--- config.mk ---
export PLATFORM = sky130hd
export DESIGN_NAME = shared_ram_arbiter_flat
export DESIGN_NICKNAME = d
export VERILOG_FILES = /design/src/rtl/shared_ram_arbiter_if.sv /design/src/rtl/shared_ram_arbiter.sv /design/src/flat_wrapper.sv
export SDC_FILE = /design/constraint.sdc
export NUM_CORES = 1
export LEC_CHECK = 0
export ABC_AREA = 1
export CAP_MARGIN = 20
export CORE_MARGIN = 10
export CORE_UTILIZATION = 29
export CTS_CLUSTER_SIZE = 30
export DETAILED_ROUTE_END_ITERATION = 10
export GPL_TIMING_DRIVEN = 0
export HOLD_SLACK_MARGIN = 0.06
export MAX_ROUTING_LAYER = met4
export PLACE_DENSITY = 0.87
export SETUP_SLACK_MARGIN = 0.5
export SLEW_MARGIN = 20
export SYNTH_ARGS = -nofsm -noshare
export SYNTH_HDL_FRONTEND = slang
export SYNTH_SLANG_ARGS = --single-unit
--- constraint.sdc ---
create_clock -name clk -period 3.49 [get_ports clk]
set_input_delay 0.5235 -clock clk [delete_from_list [all_inputs] [get_ports clk]]
set_output_delay 0.5235 -clock clk [all_outputs]
set_load 0.02 [all_outputs]
--- src/rtl/shared_ram_arbiter_if.sv ---
// Bus bundle between the shared RAM arbiter and its environment.
// Carries the CPU word port (valid/ready, wstrb), NPORTS byte-wide
// peripheral ports (ren/wen/gnt/rvalid) and the four-lane RAM interface.
// slave  : arbiter side
// master : environment side (CPU decoder, peripherals, RAM)
interface shared_ram_arbiter_if #(
  parameter int AW     = 10,
  parameter int NPORTS = 2
);
  logic                   i_cpu_valid;
  logic [AW-1:0]          i_cpu_addr;
  logic [31:0]            i_cpu_wdata;
  logic [3:0]             i_cpu_wstrb;
  logic                   o_cpu_ready;
  logic [31:0]            o_cpu_rdata;
  logic [NPORTS-1:0]      i_bp_ren;
  logic [NPORTS-1:0]      i_bp_wen;
  logic [NPORTS*AW-1:0]   i_bp_addr;
  logic [NPORTS*8-1:0]    i_bp_wdata;
  logic [NPORTS-1:0]      o_bp_gnt;
  logic [NPORTS-1:0]      o_bp_rvalid;
  logic [NPORTS*8-1:0]    o_bp_rdata;
  logic                   o_ram_ce;
  logic [AW-3:0]          o_ram_addr;
  logic [31:0]            o_ram_wdata;
  logic [3:0]             o_ram_we;
  logic [31:0]            i_ram_rdata;

  modport slave (
    input  i_cpu_valid, i_cpu_addr, i_cpu_wdata, i_cpu_wstrb,
    output o_cpu_ready, o_cpu_rdata,
    input  i_bp_ren, i_bp_wen, i_bp_addr, i_bp_wdata,
    output o_bp_gnt, o_bp_rvalid, o_bp_rdata,
    output o_ram_ce, o_ram_addr, o_ram_wdata, o_ram_we,
    input  i_ram_rdata
  );

  modport master (
    output i_cpu_valid, i_cpu_addr, i_cpu_wdata, i_cpu_wstrb,
    input  o_cpu_ready, o_cpu_rdata,
    output i_bp_ren, i_bp_wen, i_bp_addr, i_bp_wdata,
    input  o_bp_gnt, o_bp_rvalid, o_bp_rdata,
    input  o_ram_ce, o_ram_addr, o_ram_wdata, o_ram_we,
    output i_ram_rdata
  );
endinterface

--- src/rtl/shared_ram_arbiter.sv ---
// Shares one single-port 32-bit RAM (four byte lanes, 1-cycle read latency)
// between a CPU word port and NPORTS byte-wide peripheral ports.
// Byte ports win over the CPU unless the CPU has been denied MAX_WAIT
// consecutive cycles. Byte ports are served round-robin (RR=1) or by
// fixed lowest-index priority (RR=0).
// Ports:
//   clk  - clock
//   rst  - synchronous active-high reset
//   bus  - shared_ram_arbiter_if.slave: CPU port, byte ports, RAM lanes
module shared_ram_arbiter #(
  parameter int AW       = 10,
  parameter int NPORTS   = 2,
  parameter bit RR       = 1'b1,
  parameter int MAX_WAIT = 4
) (
  input  logic clk,
  input  logic rst,
  shared_ram_arbiter_if.slave bus
);
  localparam int          PW = (NPORTS > 1) ? $clog2(NPORTS) : 1;
  localparam int unsigned NP = NPORTS;

  logic              cpu_ready_q;
  logic              cpu_pend;
  logic [3:0]        wait_cnt;
  logic [PW-1:0]     rr_ptr;
  logic [NPORTS-1:0] rvalid_q;
  logic [1:0]        rd_lane;

  logic [NPORTS-1:0] bp_req;
  logic              any_req;
  logic              cpu_elig;
  logic              force_cpu;
  logic              grant_cpu;
  logic              grant_bp;
  logic [PW-1:0]     sel;
  logic              sel_found;
  int unsigned       idx;
  logic [AW-1:0]     sel_addr;
  logic [7:0]        sel_wdata;
  logic              sel_wen;
  logic [7:0]        lane_byte;

  assign bp_req   = bus.i_bp_ren | bus.i_bp_wen;
  assign any_req  = |bp_req;
  // A CPU transaction is eligible only until it has been granted once;
  // cpu_pend covers the grant cycle's successor so the RAM is hit exactly once.
  assign cpu_elig  = bus.i_cpu_valid & ~cpu_ready_q & ~cpu_pend;
  assign force_cpu = cpu_elig & (wait_cnt == 4'(MAX_WAIT));
  assign grant_cpu = ~rst & cpu_elig & (force_cpu | ~any_req);
  assign grant_bp  = ~rst & any_req & ~force_cpu;

  // Byte-port selection: scan from rr_ptr (round-robin) or from 0 (fixed).
  always_comb begin
    sel       = '0;
    sel_found = 1'b0;
    idx       = 0;
    for (int unsigned i = 0; i < NP; i++) begin
      idx = RR ? ((32'(rr_ptr) + i) % NP) : i;
      if (!sel_found && bp_req[idx]) begin
        sel       = idx[PW-1:0];
        sel_found = 1'b1;
      end
    end
  end

  assign sel_addr  = bus.i_bp_addr[sel*AW +: AW];
  assign sel_wdata = bus.i_bp_wdata[sel*8 +: 8];
  assign sel_wen   = bus.i_bp_wen[sel];

  always_comb begin
    bus.o_bp_gnt    = '0;
    bus.o_ram_ce    = 1'b0;
    bus.o_ram_addr  = '0;
    bus.o_ram_wdata = '0;
    bus.o_ram_we    = '0;
    if (grant_cpu) begin
      bus.o_ram_ce    = 1'b1;
      bus.o_ram_addr  = bus.i_cpu_addr[AW-1:2];
      bus.o_ram_wdata = bus.i_cpu_wdata;
      bus.o_ram_we    = bus.i_cpu_wstrb;
    end else if (grant_bp) begin
      bus.o_bp_gnt[sel] = 1'b1;
      bus.o_ram_ce      = 1'b1;
      bus.o_ram_addr    = sel_addr[AW-1:2];
      if (sel_wen) begin
        bus.o_ram_wdata = {4{sel_wdata}};
        bus.o_ram_we    = 4'b0001 << sel_addr[1:0];
      end
    end
  end

  always_ff @(posedge clk) begin
    if (rst) begin
      cpu_ready_q <= 1'b0;
      cpu_pend    <= 1'b0;
      wait_cnt    <= '0;
      rr_ptr      <= '0;
      rvalid_q    <= '0;
      rd_lane     <= '0;
    end else begin
      cpu_ready_q <= grant_cpu;
      if (grant_cpu)
        cpu_pend <= 1'b1;
      else if (cpu_ready_q)
        cpu_pend <= 1'b0;

      if (grant_cpu || !bus.i_cpu_valid)
        wait_cnt <= '0;
      else if (cpu_elig && (wait_cnt < 4'(MAX_WAIT)))
        wait_cnt <= wait_cnt + 4'd1;

      rvalid_q <= '0;
      if (grant_bp) begin
        rr_ptr <= (sel == PW'(NPORTS - 1)) ? '0 : sel + 1'b1;
        if (!sel_wen) begin
          rvalid_q[sel] <= 1'b1;
          rd_lane       <= sel_addr[1:0];
        end
      end
    end
  end

  // Completions are masked during reset so an in-flight access reports nothing.
  assign lane_byte       = bus.i_ram_rdata[rd_lane*8 +: 8];
  assign bus.o_cpu_ready = cpu_ready_q & ~rst;
  assign bus.o_cpu_rdata = rst ? '0 : bus.i_ram_rdata;
  assign bus.o_bp_rvalid = rst ? '0 : rvalid_q;
  assign bus.o_bp_rdata  = rst ? '0 : {NPORTS{lane_byte}};
endmodule

--- src/flat_wrapper.sv ---
// flat-port wrapper written by rule: the top's interface ports become plain ports
module shared_ram_arbiter_flat 
#(
  parameter int AW       = 10,
  parameter int NPORTS   = 2,
  parameter bit RR       = 1'b1,
  parameter int MAX_WAIT = 4
)
  (clk, rst, bus_i_cpu_valid, bus_i_cpu_addr, bus_i_cpu_wdata, bus_i_cpu_wstrb, bus_o_cpu_ready, bus_o_cpu_rdata, bus_i_bp_ren, bus_i_bp_wen, bus_i_bp_addr, bus_i_bp_wdata, bus_o_bp_gnt, bus_o_bp_rvalid, bus_o_bp_rdata, bus_o_ram_ce, bus_o_ram_addr, bus_o_ram_wdata, bus_o_ram_we, bus_i_ram_rdata);
  shared_ram_arbiter_if #(.AW(AW), .NPORTS(NPORTS)) bus_i ();
  input  logic clk;
  input  logic rst;
  input wire logic [$bits(bus_i.i_cpu_valid)-1:0] bus_i_cpu_valid;
  input wire logic [$bits(bus_i.i_cpu_addr)-1:0] bus_i_cpu_addr;
  input wire logic [$bits(bus_i.i_cpu_wdata)-1:0] bus_i_cpu_wdata;
  input wire logic [$bits(bus_i.i_cpu_wstrb)-1:0] bus_i_cpu_wstrb;
  output wire logic [$bits(bus_i.o_cpu_ready)-1:0] bus_o_cpu_ready;
  output wire logic [$bits(bus_i.o_cpu_rdata)-1:0] bus_o_cpu_rdata;
  input wire logic [$bits(bus_i.i_bp_ren)-1:0] bus_i_bp_ren;
  input wire logic [$bits(bus_i.i_bp_wen)-1:0] bus_i_bp_wen;
  input wire logic [$bits(bus_i.i_bp_addr)-1:0] bus_i_bp_addr;
  input wire logic [$bits(bus_i.i_bp_wdata)-1:0] bus_i_bp_wdata;
  output wire logic [$bits(bus_i.o_bp_gnt)-1:0] bus_o_bp_gnt;
  output wire logic [$bits(bus_i.o_bp_rvalid)-1:0] bus_o_bp_rvalid;
  output wire logic [$bits(bus_i.o_bp_rdata)-1:0] bus_o_bp_rdata;
  output wire logic [$bits(bus_i.o_ram_ce)-1:0] bus_o_ram_ce;
  output wire logic [$bits(bus_i.o_ram_addr)-1:0] bus_o_ram_addr;
  output wire logic [$bits(bus_i.o_ram_wdata)-1:0] bus_o_ram_wdata;
  output wire logic [$bits(bus_i.o_ram_we)-1:0] bus_o_ram_we;
  input wire logic [$bits(bus_i.i_ram_rdata)-1:0] bus_i_ram_rdata;
  assign bus_i.i_cpu_valid = bus_i_cpu_valid;
  assign bus_i.i_cpu_addr = bus_i_cpu_addr;
  assign bus_i.i_cpu_wdata = bus_i_cpu_wdata;
  assign bus_i.i_cpu_wstrb = bus_i_cpu_wstrb;
  assign bus_o_cpu_ready = bus_i.o_cpu_ready;
  assign bus_o_cpu_rdata = bus_i.o_cpu_rdata;
  assign bus_i.i_bp_ren = bus_i_bp_ren;
  assign bus_i.i_bp_wen = bus_i_bp_wen;
  assign bus_i.i_bp_addr = bus_i_bp_addr;
  assign bus_i.i_bp_wdata = bus_i_bp_wdata;
  assign bus_o_bp_gnt = bus_i.o_bp_gnt;
  assign bus_o_bp_rvalid = bus_i.o_bp_rvalid;
  assign bus_o_bp_rdata = bus_i.o_bp_rdata;
  assign bus_o_ram_ce = bus_i.o_ram_ce;
  assign bus_o_ram_addr = bus_i.o_ram_addr;
  assign bus_o_ram_wdata = bus_i.o_ram_wdata;
  assign bus_o_ram_we = bus_i.o_ram_we;
  assign bus_i.i_ram_rdata = bus_i_ram_rdata;
  shared_ram_arbiter #(.AW(AW), .NPORTS(NPORTS), .RR(RR), .MAX_WAIT(MAX_WAIT)) u_core (.clk(clk), .rst(rst), .bus(bus_i));
endmodule
# After elaboration in Yosys (flattened, before gate mapping)
# Cells that the tools add are included.
# op_classes
reduce_logical,11
addsub,3
n_shift,4
multipliers,1
eq_ne,1
n_bitwise,17
muxes,29
n_lt_le_gt_ge,5
# ops
cell,count
$mux 32,4
$shiftx 32x6->8,1
$shiftx 20x6->10,1
$mux 16,1
$mux 8,2
$shiftx 16x5->8,1
$mux 1,15
$mux 4,3
$and 1x1->1,8
$not 1->1,7
$lt 1x2->1 const B,3
$mux 2,3
$add 4x1->4 const B,1
$eq 4x3->1 const B,1
$lt 4x3->1 const B,1
$mul 1x3->4 const B,1
$reduce_or 2->1,2
$shl 1x2->4 const A,1
$logic_and 1x1->1,3
$reduce_or 3->1,1
$add 1x1->1 const B,2
$logic_not 1->1,2
$or 2x2->2,1
$reduce_and 2->1,1
5 further kinds,5
# totals
in_bits,121
out_inout_bits,98
regBits,11
elab_cells,77

# Logic depth before layout (Yosys ltp)
# Gate-level depths: netlist of the first run.
# logic_depth
word_depth,13
mapped_depth,10
depth_no_buf,9

# Worst setup path after synthesis of the first run
# OpenSTA, ideal clock, no wires.
# synth_timing
path_type,input to output
start,in rst
end,out bus_o_ram_addr[0]
required_ns,2.967
stages,8
path_slack_ns,1.409
t_arrival_ns,1.557
cell_sequence,buf_6 > clkinv_2 > nand2_2 > nor2_4 > nand2_1 > clkinv_1 > nand2_1 > nand3_1
# synth_between
elab_chain_len,5
elab_cells_between_ends,7
# synth_lines
item,line,text
start: declaration,flat_wrapper.sv:12,input logic rst;
$not 1->1 *,"shared_ram_arbiter.sv:50, shared_ram_arbiter.sv:51",
$and 1x1->1 (2 in a row),shared_ram_arbiter.sv:51,assign grant_bp = ~rst & any_req & ~force_cpu;
$mux 8,shared_ram_arbiter.sv:82,end else if (grant_bp) begin
$mux 8 *,shared_ram_arbiter.sv:77,if (grant_cpu) begin
end: declaration,flat_wrapper.sv:27,output wire logic [$bits(bus_i.o_ram_addr)-1:0] bus_o_ram_addr;
# Every way passes the cells marked *; elsewhere a longest branch is shown, timed or not.

# Worst setup path in the final report of the first run
# layout_timing
start,in bus_i_bp_wen[0]
end,out bus_o_bp_gnt[1]
# layout_between
elab_chain_len,13
elab_cells_between_ends,23
# layout_lines
item,line,text
start: declaration,flat_wrapper.sv:20,input wire logic [$bits(bus_i.i_bp_wen)-1:0] bus_i_bp_wen;
$or 2x2->2 *,shared_ram_arbiter.sv:44,assign bp_req = bus.i_bp_ren | bus.i_bp_wen;
$mux 1 (not written as such) (2 in a row),shared_ram_arbiter.sv:60,if (!sel_found && bp_req[idx]) begin
$mux 1,shared_ram_arbiter.sv:60,
$logic_not 1->1,shared_ram_arbiter.sv:60,
$logic_and 1x1->1,shared_ram_arbiter.sv:60,
$mux 1,shared_ram_arbiter.sv:60,
$lt 1x2->1 (not written as such) / $ge 1x1->1 (equally long branches),shared_ram_arbiter.sv:83,bus.o_bp_gnt[sel] = 1'b1;
$logic_and 1x1->1 (not written as such),shared_ram_arbiter.sv:83,
$mux 1 (not written as such),shared_ram_arbiter.sv:83,
$demux 1 s1,--,
$mux 2,shared_ram_arbiter.sv:82,
$mux 2 *,shared_ram_arbiter.sv:77,
end: declaration,flat_wrapper.sv:23,output wire logic [$bits(bus_i.o_bp_gnt)-1:0] bus_o_bp_gnt;
# Every way passes the cells marked *; elsewhere a longest branch is shown, timed or not. The select of a mux whose other input is x is not followed.

==> results summary, run 1 <==
The family with the most delay on the worst path is buffers and inverters. The horizontal extent of the die is 99.6 um. The sum of net half-perimeters after detailed placement came out at 9840 um. The synthesized design devotes to its leading area cell type 28.8% of total area. The critical path goes through clkdlybuf4s50_1 -> nor2_1 -> nand2_2 -> nand2_2 -> nor2_4 -> nand2_1 -> inv_2 -> clkdlybuf4s50_1. The most critical setup path has its startpoint at bus_i_bp_wen[0]. With fillers left out, the area of the finished cells amounts to 4070 um2. The hold path startpoint is u_core.cpu_pend. Among all stages on the critical path, the largest delay is contributed by sky130_fd_sc_hd__clkdlybuf4s50_1.

The gate count after technology mapping came out at 361. The yosys synthesis warning count is 0. The net count reported at finish came out at 704. The setup total negative slack came out at 0 ns.

The first detailed-routing pass took 4 iterations. The core area came out at 6030 um2. Setup repair after global routing left no endpoint under its margin. The worst register-to-register path begins at u_core.wait_cnt[0]. The setup clock skew after layout came out at 0.000563 ns. The kind of capture point of the worst setup path is an output port. The biggest fanout along the worst timing path came out at 9. The number of antenna violations at the first check in global routing was 0. The type of the worst min-delay path is reg2reg.

The largest net degree at the start of global routing is 11. STA puts the critical path data arrival time at 2.33 ns. In this run the remaining antenna-violating nets after routing total 0.

The synthesized area per cell came out at 5.09 um2. For this run the aggregate overflow at the end of global routing stands at 0. The number of global-route vias before repair came out at 3139. The H-tree depth came out at 1.

The final worst hold slack came out at 0.465 ns. The routed length per instance came out at 16.7 um. The relative slew slack came out at 69.3%. The instance area at placement came out at 4080 um2.

The total number of vias is 2966. The clock transition at the registers of the reported paths is 0.05 ns. The critical path required time is 2.97 ns. At the later pin of the worst-skew pair, clock insertion delay measures 0.24 ns. Net switching is 41.5% of the power.

The relative area change from synthesis to final layout is 122%. The total buffers and inverters traversed by the critical path came out at 3. The slew at the pin closest to its max-slew limit is 0.460 ns. The number of buffers on the longest clock path is 2.

The total nets after synthesis came out at 484. The post-detailed-routing wire length came out at 10900 um. The starting utilization of the core area is 30.5%. After synthesis, flip-flops and latches occupy 12.0% of the total area. Counting flops and latches in the post-synthesis netlist gives 11. After synthesis, the cell types taking the most area are sky130_fd_sc_hd__nand2_1 (29%), sky130_fd_sc_hd__dfxtp_1 (12%), sky130_fd_sc_hd__inv_1 (10%). For this design the ratio of total power to cell area is 215 nW/um2. On the worst path, the slowest cell contributes a delay of 0.64 ns. The quantity of I/O buffers inserted on ports is 215. For this design, the CTS-stage hold fixing added 0 buffers. The max capacitance violation total is 0. The worst setup path is launched from an input pin. The number of hold violations in the final report is 0.

In the layout the commonest cells are sky130_fd_sc_hd__clkdlybuf4s50_1 (169), sky130_fd_sc_hd__nand2_1 (141), sky130_fd_sc_hd__inv_1 (49). The combined area of all synthesized cells came out at 1840 um2. The run finished with clean final reports. In the global route stage, overall resource usage came out at 20.9%. The number of violations reported at the end of detailed-routing iteration 0 came out at 92. The final-report max-slew violation count came out at 0. TritonCTS built the clock tree. The number of distinct library cell variants in the gate-level netlist after synthesis is 24. The count of unresolved DRC violations after routing came out at 0. For this run, the top clock speed supported by timing is 0.350 GHz. The root buffer cell chosen for the clock tree is sky130_fd_sc_hd__clkbuf_8. The post-route minimum period is 2.85 ns. In this run the power spent charging and discharging nets is 363 uW.

The library cell used most frequently in the layout, excluding fill and tap cells, is sky130_fd_sc_hd__clkdlybuf4s50_1. The TritonCTS sink count is 11. The part of the power in combinational logic is 70.1%. The height of the chip came out at 99.6 um. The site row count is 28. At the end of routability-driven placement, the weighted congestion stood at 0.916. The area of the die came out at 9920 um2. The period utilization came out at 81.8%. Pin placement for this block handled 219 I/O pins.

The clock buffer count from CTS came out at 3. The internal power came out at 512 uW. The number of antenna cells inserted is 0.

The maximum vdd drop is 0.000120 V. Sequential cells account for 15.4% of the total power. The critical path class is in2out. The cell type contributing the most total cell area after synthesis is sky130_fd_sc_hd__nand2_1.

Setup violations remaining at the end of the flow were counted as 0. The first global-routing pass estimated 16200 um of wire. The leakage component of the power is 2.18 nW. The part of the total power dissipated in the clock network is 14.5%.

In the routed layout, each cell is associated on average with a via count of 4.53. The share of final-layout standard cells stronger than drive strength 1 came out at 7.41%.
-- state kept, by name (all words and copies together) (netlist names) --
signal,flops
u_core.rd_lane,2
u_core.wait_cnt,4
u_core.cpu_ready_q,1
u_core.rvalid_q,2
u_core.rr_ptr,1
u_core.cpu_pend,1
-- worst register-to-register path, delay by kind of cell (launching register included) --
family | cells | cell delay (ns)
buffers and inverters | 2 | 0.24
and+or+nand+nor | 3 | 0.43
DFF | 1 | 0.33
AOI/OAI and AO/OA | 1 | 0.17
adders and majority gates | 1 | 0.15
-- worst paths after layout --
path,to,slack (ns),cells past startpoint
setup / recovery,bus_o_bp_gnt[1],0.64,8
hold / removal,u_core.cpu_pend,0.47,2
setup reg to reg,u_core.cpu_ready_q,2.11,7
hold reg to reg,u_core.cpu_pend,0.47,2
-- routing by layer --
metal / track usage (%) / vias up / routed length (um)
li1: - / 1521 / -
met1: 20.5 / 1265 / 4190
met2: 40.0 / 169 / 5640
met3: 5.19 / 11 / 915
met4: 4.74 / 0 / 156
met5: - / - / 0
-- through the flow --
stage | power (mW) | utilization [%] | setup slack (ns) | cells
2_1_floorplan | 0.430 | - | 1.41 | 361
6_report | 0.875 | 67.6 | 0.636 | 655
5_1_grt | 0.934 | 67.6 | 0.508 | 655
3_3_place_gp | 0.776 | 67.8 | 0.386 | 651
4_1_cts | 0.886 | 67.6 | 0.568 | 655
3_5_place_dp | 0.785 | 67.8 | 0.358 | 651
-- cell type report --
cell class,count,area (um2)
well taps,75,93.8
repair buffers,215,2100
plain buffers,24,183
clock buffers,4,45.0
flip-flops and latches,11,220
multi-input cells,271,1230
inverters,55,208
fillers,589,1950
-- kinds of logic (layout without fill, tap and decap cells) --
| logic type | Yosys count | count (layout) | share of synthesized area [%] |
|---|---|---|---|
| adder cells (fa/ha/maj) | 2 | 2 | 1.36 |
| AND/OR/NAND/NOR | 220 | 220 | 51.4 |
| AO/OA/AOI/OAI | 48 | 48 | 13.5 |
| buffers and inverters | 79 | 298 | 21.3 |
| XOR/XNOR | 1 | 1 | 0.477 |
| flip-flops | 11 | 11 | 12.0 |
-- repair_timing --
item                                    in CTS  in global routing
buffers inserted                             0                  0
gates resized for setup                     45                  1
endpoints found under the setup margin      45                  1
-- power groups by stage --
stage          clock [mW]  combinational [mW]  sequential (mW)
2_1_floorplan           0               0.294            0.136
3_3_place_gp            0               0.640            0.137
3_5_place_dp            0               0.648            0.137
4_1_cts             0.133               0.619            0.135
5_1_grt             0.138               0.661            0.135
6_report            0.127               0.613            0.135
-- Yosys cell counts (all sizes together) --
master	instances
nand2	151
inv	53
nor2	48
a21oi	27
o21ai	21
nand3	20
buf	19
dfxtp	11
clkbuf	5
clkinv	2
ha	2
nand4	1
xor2	1
Power figures use the tool's default switching activity.
==> run 2: changes to the inputs <==
Settings changed: CORE_UTILIZATION 29 to 27, PLACE_DENSITY 0.87 to 0.82.
Clock period 3.49 ns to 3 ns, I/O delays scaled along.
==> run 2 against run 1 <==
  * Combinational power increased by 17%
  * First-iteration DRC count decreased by 9.8%
  * Register-to-register slack got worse by 0.50 ns
  * Core utilization decreased by 7.2 points
==> results summary, run 2 (synthesis results as in run 1) <==
The number of violations reported at the end of detailed-routing iteration 0 came out at 83 (-9.8%). The final-report max-slew violation count is 0 (unchanged). The number of setup violations in the final report was 0 (unchanged).

The depth of the worst hold-timing path is 2 (unchanged). The number of buffers on the longest clock path is 2 (unchanged). The maximum vdd drop came out at 0.000136 V (+14%). The top cell types in the final layout, fill and taps aside, are sky130_fd_sc_hd__clkdlybuf4s50_1 (147), sky130_fd_sc_hd__nand2_1 (137), sky130_fd_sc_hd__inv_1 (46). The largest net degree at the start of global routing came out at 11 (unchanged). The most critical setup path has its startpoint at bus_i_ram_rdata[12]. The number of hold violations in the final report came out at 0 (unchanged). The path with the worst hold slack has its endpoint at u_core.cpu_pend. The part of the total power dissipated in the clock network is 14.5% (about the same). The period utilization is 79.7%.

The startpoint identified for the worst hold timing path is rst. The worst setup path is launched from an input pin. The final weighted congestion in routability-driven placement came out at 0.964 (+5.2%). The part of the power in combinational logic came to 70.1% (about the same).

Counting stages on the worst path, the most repeated cell is sky130_fd_sc_hd__a21oi_1. The height of the chip came out at 102 um (+2.9%). The commonest non-fill, non-tap cell in the layout is sky130_fd_sc_hd__clkdlybuf4s50_1. The power per cell area came out at 252 nW/um2 (+17%). Ranked by flip-flop count, first place goes to u_core.wait_cnt.

The overall fraction of global-route tracks in use is 19.3% (-1.6 points). The endpoint identified for the worst register-to-register timing path is u_core.wait_cnt[3]. The relative area change from synthesis to final layout came out at 121%.

The critical path required time came out at 2.55 ns (-0.42 ns). The sum of net half-perimeters after detailed placement is 9490 um (-3.6%). The source-to-sink clock delay at the later pin of the worst-skew pair came out at 0.24 ns (about the same). The internal power is 589 uW (+15%). The quantity of I/O buffers inserted on ports is 215 (unchanged). The routed via count divided by cell count is 4.65 (+2.7%). The worst path needs 2.39 ns of the cycle, external delays included.

The arrival time at the worst endpoint came to 1.94 ns (-0.39 ns). The total number of vias is 3117 (+5.1%). The site row count is 30 (+7.1%).

The setup total negative slack came out at 0 ns (unchanged). The max capacitance violation total came out at 0 (unchanged). The global-route congestion overflow total is 0 (unchanged). The area of the die is 10500 um2 (+5.9%). The core area came out at 6720 um2 (+12%). The switching share of power is 42.4% (+0.86 points). The relative slew slack is 63.9% (-5.5 points). The number of antenna violations at the first check in global routing came out at 1 (+1). The TritonCTS clock tree is built. The post-route antenna net violation count came out at 0 (unchanged). The routed length per instance came out at 16.2 um (-2.6%).

Traced cell by cell, the critical path runs through clkdlybuf4s50_1 -> inv_1 -> a21oi_1 -> o21ai_0 -> a21oi_1 -> buf_4 -> dlygate4sd2_1. The count of unresolved DRC violations after routing came out at 0 (unchanged). The flip-flop count of the largest register after layout is 4 (unchanged). The peak per-stage delay on the critical path is 0.45 ns (-0.19 ns). The TritonCTS sink count came to 11 (unchanged). The net count reported at finish is 713 (+1.3%). The maximum clock frequency came out at 0.418 GHz.

The share of the core filled with cells in the final layout came out at 60.4% (-7.2 points). The largest individual stage delay along the critical path comes from the cell sky130_fd_sc_hd__clkdlybuf4s50_1. The register-to-register path setup slack came to 1.61 ns (-0.50 ns). The clock transition at the registers of the reported paths came out at 0.05 ns (about the same). The number of cell instances on the worst register-to-register path is 8 (+1). The launch point of the worst reg-to-reg path is u_core.wait_cnt[0]. The H-tree depth came to 1 (unchanged). The min-delay analysis places its worst path in the category in2reg. The slew at the pin closest to its max-slew limit is 0.542 ns (+0.0819 ns).

The count of fill cells added during filler insertion is 661 (+12%). The largest registers in the layout are u_core.wait_cnt: 4 flops, u_core.rd_lane: 2 flops, u_core.rvalid_q: 2 flops. The share of final-layout standard cells stronger than drive strength 1 came out at 19.0% (+12 points). The cts-stage hold buffer count came out at 0 (unchanged).

The post-detailed-routing wire length came out at 10900 um (-0.35%). In this run the clock root is driven by a sky130_fd_sc_hd__clkbuf_8. The total buffers and inverters traversed by the critical path is 4 (+1).

Setup repair after global routing left no endpoint under its margin. The critical path class is in2out. The biggest fanout along the worst timing path was 2 (-7). The first-pass iteration count of the detailed router is 4 (unchanged). The leakage component of the power came out at 2.23 nW (+2.4%). The family with the most delay on the worst path is buffers and inverters. The run finished with clean final reports. The reported net switching power is 433 uW (+19%). The starting utilization of the core area came out at 27.3% (-3.1 points). The number of global-route vias before repair is 3195 (+1.8%).

The first-pass GRT wire length is 15500 um (-4.4%). The clock buffer count from CTS came out at 3 (unchanged). The horizontal extent of the die came out at 102 um (+2.9%). The number of top-level design ports came out at 219 (unchanged). The power share of the sequential group came out at 15.3% (about the same).

The logic depth of the worst path, buffers included came out at 7 (-1). The setup clock skew after layout is 0.000948 ns (+0.000385 ns). The kind of capture point of the worst setup path is an output port.
## run 2: cell count changes in the layout (fill, tap and decap cells not counted), sizes merged
| cell | previous run | this run |
|---|---|---|
| buf | 19 | 70 |
| inv | 53 | 52 |
| dlymetal6s2s | 1 | 6 |
| clkbuf | 9 | 12 |
| clkinvlp | 0 | 1 |
| dlygate4sd2 | 45 | 14 |
| diode | 0 | 1 |
| clkdlybuf4s15 | 0 | 3 |
| clkdlybuf4s50 | 169 | 147 |
## run 2: timing repair
item                       in CTS  in global routing
pin swaps                       5                  9
resized for setup             197                 36
buffers inserted                5                  3
cloned                          0                  1
setup endpoints to repair      63                 51
## run 2: area by class of cell
type | count | area [um2] | share of cell area [%]
multi-input cells | 271 | 1250 | 30.8
clock buffers | 4 | 45.0 | 1.11
flip-flops and latches | 11 | 221 | 5.45
repair buffers | 224 | 2030 | 50.0
plain buffers | 24 | 196 | 4.84
diodes | 1 | 2.50 | 0.0616
inverters | 55 | 213 | 5.24
well taps | 80 | 100 | 2.47
## run 2: worst max path at each step
stage	end	slack (ns)
2_1_floorplan	bus_o_ram_addr[0]	1.03
3_3_place_gp	bus_o_ram_wdata[12]	0.03
3_5_place_dp	bus_o_ram_wdata[12]	0.002
4_1_cts	bus_o_ram_wdata[12]	0.29
5_1_grt	bus_o_bp_rdata[10]	0.51
6_report	bus_o_bp_rdata[12]	0.61
## run 2: through the flow
stage	power [mW]	setup WS (ns)	std cells	hold slack (ns)	instance area [um2]
after CTS	1.01	0.291	665	0.459	3980
final	1.02	0.609	670	0.456	4060
after global placement	0.903	0.0314	656	0.454	4090
after detailed placement	0.913	0.00172	656	0.467	4090
after floorplan	0.500	1.03	361	0.443	1840
after global routing	1.09	0.511	670	0.472	4060
## run 2: power by group through the flow
stage,combinational [mW],clock [mW],sequential [mW]
after floorplan,0.341,0,0.158
after global placement,0.744,0,0.159
after detailed placement,0.754,0,0.159
after CTS,0.702,0.152,0.156
after global routing,0.769,0.164,0.158
final,0.717,0.148,0.157
## run 2: metal layers
layer | track usage, % | up-vias | share of wire (%)
met1 | 18.3 | 1387 | 37
li1 | - | 1539 | -
met4 | 5.86 | 0 | 1.3
met2 | 36.0 | 180 | 51
met3 | 6.49 | 11 | 11
met5 | - | - | 0
